$ cat config.mk
export PLATFORM = sky130hd
export DESIGN_NAME = div_issue
export DESIGN_NICKNAME = d
export VERILOG_FILES = /design/src/rtl/div_pkg.sv /design/src/rtl/div_issue_fifo.sv /design/src/rtl/div_issue.sv
export SDC_FILE = /design/constraint.sdc
export NUM_CORES = 1
export LEC_CHECK = 0
export BUFFER_PORTS_ARGS = -buffer_cell sky130_fd_sc_hd__buf_2
export CAP_MARGIN = 30
export CORE_AREA = 2 2 124 186
export DETAILED_ROUTE_END_ITERATION = 10
export DIE_AREA = 0 0 126 188
export GPL_ROUTABILITY_DRIVEN = 1
export GPL_TIMING_DRIVEN = 0
export PLACE_DENSITY = 0.78
export SLEW_MARGIN = 0
export SYNTH_ARGS = -nofsm -noshare
export SYNTH_HDL_FRONTEND = slang
export SYNTH_SLANG_ARGS = --single-unit
export TNS_END_PERCENT = 100
$ cat constraint.sdc
create_clock -name clk -period 19 [get_ports clk]
set_clock_uncertainty 0.15 [all_clocks]
set_input_delay 4.75 -clock clk [delete_from_list [all_inputs] [get_ports clk]]
set_output_delay 4.75 -clock clk [all_outputs]
set_load 0.01 [all_outputs]
$ cat src/rtl/div_pkg.sv
// Shared types and constants for the divider issue front end.
package div_pkg;

    typedef enum logic [1:0] {
        DIV  = 2'b00,
        DIVU = 2'b01,
        REM  = 2'b10,
        REMU = 2'b11
    } div_op_t;

    localparam int unsigned DIV_LATENCY = 33;

    typedef enum logic {
        S_IDLE,
        S_BUSY
    } issue_state_t;

    // The ROB tag is stored beside this struct because its width is a module parameter.
    typedef struct packed {
        div_op_t     op;
        logic [31:0] op1;
        logic [31:0] op2;
        logic        killed;
    } divq_entry_t;

endpackage

$ cat src/rtl/div_issue_fifo.sv
// In-order tagged circular buffer feeding the divider; supports drop-all and
// kill-all-but-head flushes.
module div_issue_fifo
    import div_pkg::*;
#(
    parameter int unsigned DEPTH = 4,
    parameter int unsigned TAG_W = 6
) (
    input  logic                       clk,
    input  logic                       rst,
    input  logic                       push,
    input  divq_entry_t                push_entry,
    input  logic [TAG_W-1:0]           push_tag,
    input  logic                       pop,
    input  logic                       flush_keep,
    input  logic                       flush_drop,
    output divq_entry_t                head,
    output logic [TAG_W-1:0]           head_tag,
    output logic [$clog2(DEPTH):0]     count,
    output logic                       ready
);
    localparam int unsigned PTR_W = $clog2(DEPTH);
    localparam int unsigned CNT_W = PTR_W + 1;
    localparam logic [PTR_W-1:0] PTR_ONE  = PTR_W'(1);
    localparam logic [CNT_W-1:0] CNT_ONE  = CNT_W'(1);
    localparam logic [CNT_W-1:0] CNT_FULL = CNT_W'(DEPTH);

    divq_entry_t      mem  [DEPTH];
    logic [TAG_W-1:0] tags [DEPTH];
    logic [PTR_W-1:0] rd_ptr;
    logic [PTR_W-1:0] wr_ptr;

    assign head     = mem[rd_ptr];
    assign head_tag = tags[rd_ptr];
    assign ready    = (count != CNT_FULL);

    always_ff @(posedge clk or posedge rst) begin
        if (rst) begin
            rd_ptr <= '0;
            wr_ptr <= '0;
            count  <= '0;
        end else if (flush_drop) begin
            wr_ptr <= rd_ptr;
            count  <= '0;
        end else if (flush_keep) begin
            wr_ptr <= rd_ptr + PTR_ONE;
            count  <= CNT_ONE;
        end else begin
            if (push)
                wr_ptr <= wr_ptr + PTR_ONE;
            if (pop)
                rd_ptr <= rd_ptr + PTR_ONE;
            case ({push, pop})
                2'b10:   count <= count + CNT_ONE;
                2'b01:   count <= count - CNT_ONE;
                default: count <= count;
            endcase
        end
    end

    // Payload needs no reset: an entry is only observed after a push rewrites it.
    always_ff @(posedge clk) begin
        if (push) begin
            mem[wr_ptr]  <= push_entry;
            tags[wr_ptr] <= push_tag;
        end
        if (flush_keep)
            mem[rd_ptr].killed <= 1'b1;
    end

endmodule

$ cat src/rtl/div_issue.sv
// Issue/writeback front end for the 32x32 iterative divider.
// Optional DIV_ISSUE_BYPASS_EN: an op arriving at an empty idle queue issues in the same cycle.
module div_issue
    import div_pkg::*;
#(
    parameter int unsigned DEPTH = 4,
    parameter int unsigned TAG_W = 6
) (
    input  logic             clk,
    input  logic             rst,
    input  logic             in_valid,
    output logic             in_ready,
    input  logic [1:0]       in_op,
    input  logic [31:0]      in_op1,
    input  logic [31:0]      in_op2,
    input  logic [TAG_W-1:0] in_tag,
    input  logic             flush,
    output logic             div_req,
    output logic [1:0]       div_op,
    output logic [31:0]      div_op1,
    output logic [31:0]      div_op2,
    input  logic             div_done,
    input  logic [31:0]      div_result,
    output logic             div_stall,
    output logic             wb_valid,
    output logic [TAG_W-1:0] wb_tag,
    output logic [31:0]      wb_value,
    input  logic             wb_grant
);
    localparam int unsigned CNT_W = $clog2(DEPTH) + 1;

    issue_state_t     state;
    divq_entry_t      head;
    divq_entry_t      push_entry;
    logic [TAG_W-1:0] head_tag;
    logic [CNT_W-1:0] q_count;
    logic             q_empty;
    logic             accept;
    logic             busy;
    logic             issue;
    logic             keep_head;
    logic             done_live;
    logic             pop;
    logic             flush_keep;
    logic             flush_drop;

    assign busy       = (state == S_BUSY);
    assign q_empty    = (q_count == '0);
    assign accept     = in_valid & in_ready & ~flush;
    assign push_entry = '{op: div_op_t'(in_op), op1: in_op1, op2: in_op2, killed: 1'b0};

`ifdef DIV_ISSUE_BYPASS_EN
    logic bypass;
    assign bypass  = ~busy & q_empty & accept;
    assign issue   = ~busy & (~q_empty | bypass);
    assign div_op  = bypass ? in_op  : head.op;
    assign div_op1 = bypass ? in_op1 : head.op1;
    assign div_op2 = bypass ? in_op2 : head.op2;
`else
    assign issue   = ~busy & ~q_empty;
    assign div_op  = head.op;
    assign div_op1 = head.op1;
    assign div_op2 = head.op2;
`endif

    assign div_req   = issue;
    // A killed or flushed head drains silently, so it never stalls the divider.
    assign done_live = busy & div_done & ~head.killed & ~flush;
    assign wb_valid  = done_live;
    assign div_stall = done_live & ~wb_grant;
    assign pop       = busy & div_done & ~div_stall;
    assign wb_tag    = head_tag;
    assign wb_value  = div_result;

    assign keep_head  = busy | issue;
    assign flush_drop = flush & (pop | ~keep_head);
    assign flush_keep = flush & keep_head & ~pop;

    always_ff @(posedge clk or posedge rst) begin
        if (rst) begin
            state <= S_IDLE;
        end else begin
            case (state)
                S_IDLE:  if (issue) state <= S_BUSY;
                S_BUSY:  if (pop)   state <= S_IDLE;
                default: state <= S_IDLE;
            endcase
        end
    end

    div_issue_fifo #(
        .DEPTH (DEPTH),
        .TAG_W (TAG_W)
    ) u_fifo (
        .clk        (clk),
        .rst        (rst),
        .push       (accept),
        .push_entry (push_entry),
        .push_tag   (in_tag),
        .pop        (pop),
        .flush_keep (flush_keep),
        .flush_drop (flush_drop),
        .head       (head),
        .head_tag   (head_tag),
        .count      (q_count),
        .ready      (in_ready)
    );

endmodule
# ---- Yosys cells after proc, flatten, opt, wreduce, memory -nomap -nowiden
# Memory sizes are Yosys's and may differ from the RTL's.
# Index checks and enable logic that the tools add are counted.
dict set report word_totals {
  ramBits 292
  latchBits 0
  word_cells 57
  output_inout_bits 108
  memories 2
  inputBits 110
  romBits 0
  register_bits 8
}
# memory depth word_bits rd rd_ports_with_merged_regs write_ports line_no
set memory_table {}
lappend memory_table {u_fifo.mem 4 67 1 0 1 div_issue_fifo.sv:28} ;# divq_entry_t mem [DEPTH];
lappend memory_table {u_fifo.tags 4 6 1 0 1 div_issue_fifo.sv:29} ;# logic [TAG_W-1:0] tags [DEPTH];
dict set report op_classes {
  n_mul 0
  n_eq_ne 3
  reduce_logical 5
  n_div 0
  n_shift 0
  bitwise_logic 23
  addsub 4
  order_cmp 0
  mux 16
}
# op count
set ops {}
lappend ops {{67-bit two-way mux} 1}
lappend ops {{67-bit OR reduction} 1}
lappend ops {{1-bit bitwise AND} 11}
lappend ops {{2-bit two-way mux} 5}
lappend ops {{1-bit inverter} 10}
lappend ops {{1-bit two-way mux} 6}
lappend ops {{3-bit two-way mux} 2}
lappend ops {{3-bit one-hot mux with 2 select lines} 1}
lappend ops {{2-bit by 1-bit adder with 2-bit output (second input constant)} 2}
lappend ops {{4-bit nonzero test} 1}
lappend ops {{3-bit by 1-bit adder with 3-bit output (second input constant)} 1}
lappend ops {{3-bit logical NOT} 1}
lappend ops {{3-bit != test (second input constant)} 1}
lappend ops {{3-bit AND reduction} 1}
lappend ops {{3-bit nonzero test} 1}
lappend ops {{3-bit by 1-bit subtractor with 3-bit output (second input constant)} 1}
lappend ops {{2-bit by 1-bit equality test with 1-bit output (second input constant)} 1}
lappend ops {{2-bit equality test (second input constant)} 1}
lappend ops {{1-bit OR} 2}
lappend ops {{1-bit one-hot mux with 2 select lines} 1}

# ---- Longest topological paths before layout
# Gate-level depths: netlist (run 1).
# An unclocked memory read counts as a cell.
dict set report logic_depth {
  word_depth 13
  depth_mapped 10
  ltp_nobuf 9
}

# ---- Modules after synthesis
# A second synthesis (run 1) with hierarchy kept.
dict set report hier_totals {
  hier_cells 491
  area_unflattened_um2 11446.0
}
# mod n_inst seq_area_each_um2 area_each_um2 cells_each
set modules_own_cells {}
lappend modules_own_cells {div_issue_fifo 1 8903.5 11100.6 444}
lappend modules_own_cells {div_issue 1 25.0 345.3 47}

# ---- Worst setup path before layout (run 1)
# No wires, ideal clock.
dict set report synth_path {
  path_type {input to register}
  startpoint {in in_valid}
  endpoint {mem u_fifo.mem[3][0] in the netlist's numbering, enable pin}
  setup_ps 317
  arrival_time_ps 10023
  setup_slack_ps 8510
  path_stages 5
  n_path_buf 0
  t_required_ps 18533
  path_cell_list {nand2_2 nor2_2 clkinv_2 nor3_1 a31o_2}
}
dict set report synth_between {
  elab_chain_cells 5
}
# item line_no
set synth_rtl {}
lappend synth_rtl {{from (decl)} div_issue.sv:11} ;# input logic in_valid,
lappend synth_rtl {{1-bit bitwise AND (2 in a row)} div_issue.sv:49} ;# assign accept = in_valid & in_ready & ~flush;
lappend synth_rtl {{1-bit two-way mux} div_issue_fifo.sv:63} ;# if (push) begin
lappend synth_rtl {{1-bit two-way mux (implied by the code)} div_issue_fifo.sv:64} ;# mem[wr_ptr] <= push_entry;
lappend synth_rtl {{2-bit two-way mux (no line)} --}
lappend synth_rtl {{to (decl)} div_issue_fifo.sv:28}
# No other way between the ends.

# ---- Worst setup path in the final report (run 1)
dict set report layout_path {
  startpoint {in flush}
  endpoint {out div_stall}
}
dict set report layout_between {
  elab_chain_cells 3
}
# item line_no
set layout_rtl {}
lappend layout_rtl {{from (decl)} div_issue.sv:17} ;# input logic flush,
lappend layout_rtl {{1-bit inverter} div_issue.sv:68} ;# assign done_live = busy & div_done & ~head.killed & ~flush;
lappend layout_rtl {{1-bit bitwise AND} div_issue.sv:68}
lappend layout_rtl {{1-bit bitwise AND} div_issue.sv:70} ;# assign div_stall = done_live & ~wb_grant;
lappend layout_rtl {{to (decl)} div_issue.sv:24} ;# output logic div_stall,
# No other way between the ends.

==> run summary, run 1 <==
antenna violations before repair - 2
Worst EP required - 14.10 ns
Slew HR - 42.3%
final setup fails - 0
reg2reg path depth - 10
sequential area share after synthesis - 75.4%
wire per inst - 21.2 um
CTS tree - built
Slowest-stage cell, CP - nor4_1
port bufs - 185
Post-CTS Hold Fix Bufs - 0
peak supply drop - 0.0975 mV
WP depth - 4
Startpoint Class - input pin
DIE AREA - 23700 um^2
Worst Path Buf+Inv - 3
routability cong. - 0.761
highest cell delay on the worst timing path - 0.32 ns
sequence of cells on the critical path - buf_2 > buf_6 > nor4_1 > buf_2
Root Buffer - clkbuf_16
crit path kind - input pin to primary output
Max FO, Critical Path - 10
nets - 911
# rows - 67
Initial Utilization - 53.8%
Syn Inst Count - 564
critical path startpoint - flush
vias in the first global route - 6693
Final ANT Viol Nets - 0
first-pass GRT wire length - 36100 um
aggregate negative setup slack - 0 ns
Pre-antenna DRT Iters - 5
Syn Std Cell Area - 11900 um^2
Filler cells - 1548
outcome - complete, no violations
IO Count - 218
RSZ-0062 raised after global routing - no
Synth Warn # - 0
Slew @ Worst Pin - 0.861 ns
average size of a mapped cell - 21.1 um^2
worst hold path depth - 2
Highest Clock Rate - 95.7 MHz
Netlist cell types - 42
chip width - 126 um
placed cell count - 1043
Syn Nets - 680
largest net degree at the start of global routing - 31
register bit total from synthesis - 300
DRT Wirelength - 23100 um
Max Root-Sink Buffers - 3
clock period minus final worst setup slack - 10.45 ns
fin. max-slew vios - 0
drt drc - 0
Global Route Usage Sum - 19.5%
Most used DFF post-synth - edfxtp_1
Core ar. - 22100 um^2
crit path capture type - primary output
Placed Area - 13500 um^2
Top Family by Delay on Critical Path - buffers and inverters
via count - 6019
beginning of the worst hold path - u_fifo.count[2]$_DFFE_PP0P_
DR vias/cell - 5.51
P&R area growth vs syn - 20.3%
Overflow after GRT - 0
share of cells above drive strength 1 - 47.7%
pwr/cell area - 140 nW/um^2
Die H - 188 um
Final Hold Vio Count - 0
Final period util - 55.0%
Starting DRT DRC Count - 359
Leak - 5.16 nW
Post-synth EDFFs - 292
Sink Count - 300
post-CTS setup buffer count - 0
final std cells w/o fill - 1092
final instance area - 14300 um^2
CP most frequent cell - buf_2
Post-synth ARST share - 2.67%
CP arrival - 5.55 ns
r2r startpoint - u_fifo.rd_ptr[1]$_DFFE_PP0P_
Worst-path clk slew - 0.06 ns
CTS H-tree depth - 1
Skew-Pair Late Insertion Delay - 0.52 ns
CTS Buf Count - 26
hpwl dp - 16300 um
hold crit path type - register to register
max-cap viol count - 0
PostCTS Resize Cnt - 0
Yosys cell counts, drive strengths merged (2+ instances only):
library cell,count,area (um^2)
mux4,72,1620
clkbuf,10,65.1
dfrtp,8,200
mux2i,3,30.0
mux2,3,33.8
buf,48,335
o22ai,2,12.5
nand2,7,28.8
and2,70,438
inv,4,17.5
o21ai,5,25.0
xor2,2,17.5
edfxtp,292,8770
ha,5,62.6
nor2,8,32.5
xnor2,3,26.3
nor3,5,30.0
layout by cell type, fill, tap and decap left out, types with 7 or more instances in the layout:
cell type and n:
and2_1 70, buf_2 198, buf_4 33, buf_6 12, clkbuf_1 7, clkbuf_16 27, dfrtp_1 8, edfxtp_1 292
mux4_2 72
through the flow:
stage	util (%)	setup slack (ns)	hold WS, ns	power [mW]
final	64.7	8.55	0.464	2.01
after global routing	64.7	8.51	0.511	2.10
after CTS	64.7	8.54	0.449	2.03
after detailed placement	60.8	8.60	0.438	1.51
after global placement	59.5	5.07	0.416	1.48
after floorplan	-	8.51	0.397	1.29
layout make-up:
class	count	area [um^2]	share of cell area, %
sequential	300	8970	62.6
multi-input combinational	201	2530	17.7
timing repair buffer	203	1190	8.29
clock buffer	35	736	5.14
buffer	58	400	2.80
tap	276	345	2.41
clock inverter	13	121	0.848
inverter	5	22.5	0.157
antenna	1	2.50	0.0175
flip-flops by register name, summed over array words and instances, names as in the netlist:
signal,cells
u_fifo.tags,24
u_fifo.count,3
u_fifo.rd_ptr,2
busy,1
u_fifo.wr_ptr,2
u_fifo.mem,268
worst register-to-register path: stages (launching register included):
cell and delay (ns):
dfrtp_1 0.33, clkbuf_8 0.16, mux2_2 0.36, mux2_2 0.32, nor3_2 0.17, nor2_1 0.07, ha_1 0.23, fa_1 0.38
xnor2_1 0.15, or3_1 0.33, a21oi_1 0.15
cells by family (layout without fill, tap and decap cells):
family                     Yosys count  after routing  synth area share, %
DFF                                300            300                 75.4
and+or+nand+nor                     99             99                 5.12
muxes                               78             78                 14.2
buffers and inverters               63            314                 3.55
AOI/OAI and AO/OA                   13             13                0.736
adders and majority gates            6              6                0.694
xor gates and xnor gates             5              5                0.368
other                                0              1                    0
worst paths after layout:
check	to	slack [ns]
worst max-delay path	div_stall	8.55
worst min-delay path	u_fifo.count[2]$_DFFE_PP0P_	0.46
worst max register to register	u_fifo.count[2]$_DFFE_PP0P_	16.13
worst min register to register	u_fifo.count[2]$_DFFE_PP0P_	0.46
max in group asynchronous	u_fifo.count[1]$_DFFE_PP0P_	14.40
min in group asynchronous	u_fifo.wr_ptr[1]$_DFFE_PP0P_	4.03
metal layers:
| metal | vias up | share of wire (%) | GRT usage [%] | wire (um) |
|---|---|---|---|---|
| met1 | 3087 | 36 | 23.1 | 8440 |
| met4 | 2 | 1.7 | 5.37 | 393 |
| met2 | 214 | 56 | 36.1 | 12900 |
| met3 | 32 | 6.0 | 3.82 | 1390 |
| li1 | 2684 | - | - | - |
| met5 | - | 0.056 | 0 | 13 |
power breakdown:
part | leakage, nW | internal [mW] | switching, mW
clock | 0.422 | 0.300 | 0.224
sequential | 2.78 | 0.842 | 0.0251
combinational | 1.96 | 0.287 | 0.331
Power figures use the tool's default switching activity.
==> run 2, diff against run 1 <==
- CORE_AREA: 2 2 124 186 -> 2 2 129 194
- DIE_AREA: 0 0 126 188 -> 0 0 131 196
- PLACE_DENSITY: 0.78 -> 0.75
- clock period: 19 -> 9 ns (I/O delays scaled with it)
==> run summary, run 2 (synthesis gave the netlist of run 1 again) <==
outcome - complete, no violations
final setup fails - 0
IO Count - 218
CP arrival - 2.96 ns
largest net degree at the start of global routing - 27
nets - 915
Die H - 196 um
Worst Path Buf+Inv - 3
P&R area growth vs syn - 21.5%
DRT Wirelength - 23000 um
Placed Area - 13500 um^2
Startpoint Class - input pin
Worst-path clk slew - 0.06 ns
Slew @ Worst Pin - 0.897 ns
wire per inst - 20.1 um
Final WS setup - 3.64 ns
vias in the first global route - 6125
Filler cells - 1781
aggregate negative setup slack - 0 ns
fin. max-slew vios - 0
Min Hold Slack - 0.449 ns
Initial Utilization - 49.4%
Core ar. - 24100 um^2
max-cap viol count - 0
placed cell count - 1093
Overflow after GRT - 0
antenna violations before repair - 4
Global Route Usage Sum - 18.1%
Regs by FF count - u_fifo.mem: 268 flops, u_fifo.tags: 24 flops, u_fifo.count: 3 flops
CTS Buf Count - 28
CP most frequent cell - buf_2
port bufs - 185
# rows - 70
CTS H-tree depth - 1
highest cell delay on the worst timing path - 0.25 ns
DIE AREA - 25700 um^2
Multi-input gate area - 2530 um^2
Final ANT Viol Nets - 0
Slowest-stage cell, CP - nor4_1
post-CTS setup buffer count - 0
Post-CTS Hold Fix Bufs - 0
Final Hold Vio Count - 0
final instance area - 14500 um^2
Slew HR - 40.1%
share of cells above drive strength 1 - 47.8%
Core Util, Final - 60.0%
internal power - 3.06 mW
final std cells w/o fill - 1146
Starting DRT DRC Count - 383
PostCTS Resize Cnt - 0
Design Power - 4.32 mW
crit path capture type - primary output
drt drc - 0
dpl ws - 3.63 ns
Worst EP required - 6.60 ns
peak supply drop - 0.236 mV
Sink Count - 300
DR vias/cell - 5.19
Clk pwr share - 27.1%
Root Buffer - clkbuf_16
Final period util - 59.6%
commonest non-fill, non-tap cell in the layout - edfxtp_1
Max FO, Critical Path - 10
Leak - 5.19 nW
flip-flop count of the largest register after layout - 268
hold crit path type - register to register
pwr/cell area - 298 nW/um^2
Top Family by Delay on Critical Path - buffers and inverters
leading cell types in the layout, fill and taps excluded - edfxtp_1 (292), buf_2 (198), mux4_2 (72)
first-pass GRT wire length - 34800 um
via count - 5952
RSZ-0062 raised after global routing - no
chip width - 131 um
Largest Register - u_fifo.mem
register area - 8970 um^2
Comb power frac - 30.6%
Pre-antenna DRT Iters - 5
sequential power share - 42.3%
routability cong. - 0.736
clock period minus final worst setup slack - 5.36 ns
Max Root-Sink Buffers - 3
Highest Clock Rate - 187 MHz
Switch Pwr - 1.26 mW
Sw Ratio - 29.1%
crit path kind - input pin to primary output
sequence of cells on the critical path - buf_2 > buf_6 > nor4_1 > buf_2
Skew-Pair Late Insertion Delay - 0.53 ns
hpwl dp - 15600 um
CTS tree - built
[run 2: changes by cell type in the layout (fill, tap and decap cells not counted), sizes merged]
cell | before | now
buf | 251 | 253
clkbuf | 45 | 43
clkinv | 10 | 12
clkinvlp | 1 | 3
bufinv | 2 | 3
diode | 1 | 2
[run 2: power groups by stage]
| stage | clock network [mW] | logic (mW) | registers, mW |
|---|---|---|---|
| CTS | 1.19 | 1.36 | 1.83 |
| detailed placement | 0 | 1.35 | 1.86 |
| global placement | 0 | 1.29 | 1.88 |
| finish | 1.17 | 1.32 | 1.83 |
| floorplan | 0 | 0.867 | 1.86 |
| global route | 1.24 | 1.44 | 1.84 |
[run 2: path summary, 6_finish.rpt]
check	startpoint	to	slack (ns)	cells past startpoint
max	flush	div_stall	3.64	4
min	u_fifo.count[2]$_DFFE_PP0P_	u_fifo.count[2]$_DFFE_PP0P_	0.45	2
max reg2reg	u_fifo.rd_ptr[1]$_DFFE_PP0P_	u_fifo.count[2]$_DFFE_PP0P_	6.21	10
min reg2reg	u_fifo.count[2]$_DFFE_PP0P_	u_fifo.count[2]$_DFFE_PP0P_	0.45	2
max in group asynchronous	rst	u_fifo.rd_ptr[1]$_DFFE_PP0P_	6.93	2
min in group asynchronous	rst	u_fifo.count[2]$_DFFE_PP0P_	1.52	2
[run 2: tightest hold or removal path, stage by stage, from the launching register on]
cell and delay (ns):
dfrtp_1 0.41, o21ai_0 0.09, a21oi_1 0.06
[run 2: area by class of cell]
type	instances	area share (%)
flip-flops and latches	300	62.0
multi-input cells	201	17.5
repair buffers	205	8.34
clock buffers	33	5.12
well taps	324	2.80
plain buffers	58	2.77
clock inverters	18	1.25
inverters	5	0.156
diodes	2	0.0346
[run 2: routing by layer]
metal	vias to the layer above	wire [um]	global-route usage, %
li1	2692	-	-
met1	3038	8900	22.8
met2	177	12500	32.4
met3	41	1080	2.40
met4	4	543	5.20
met5	-	21	0
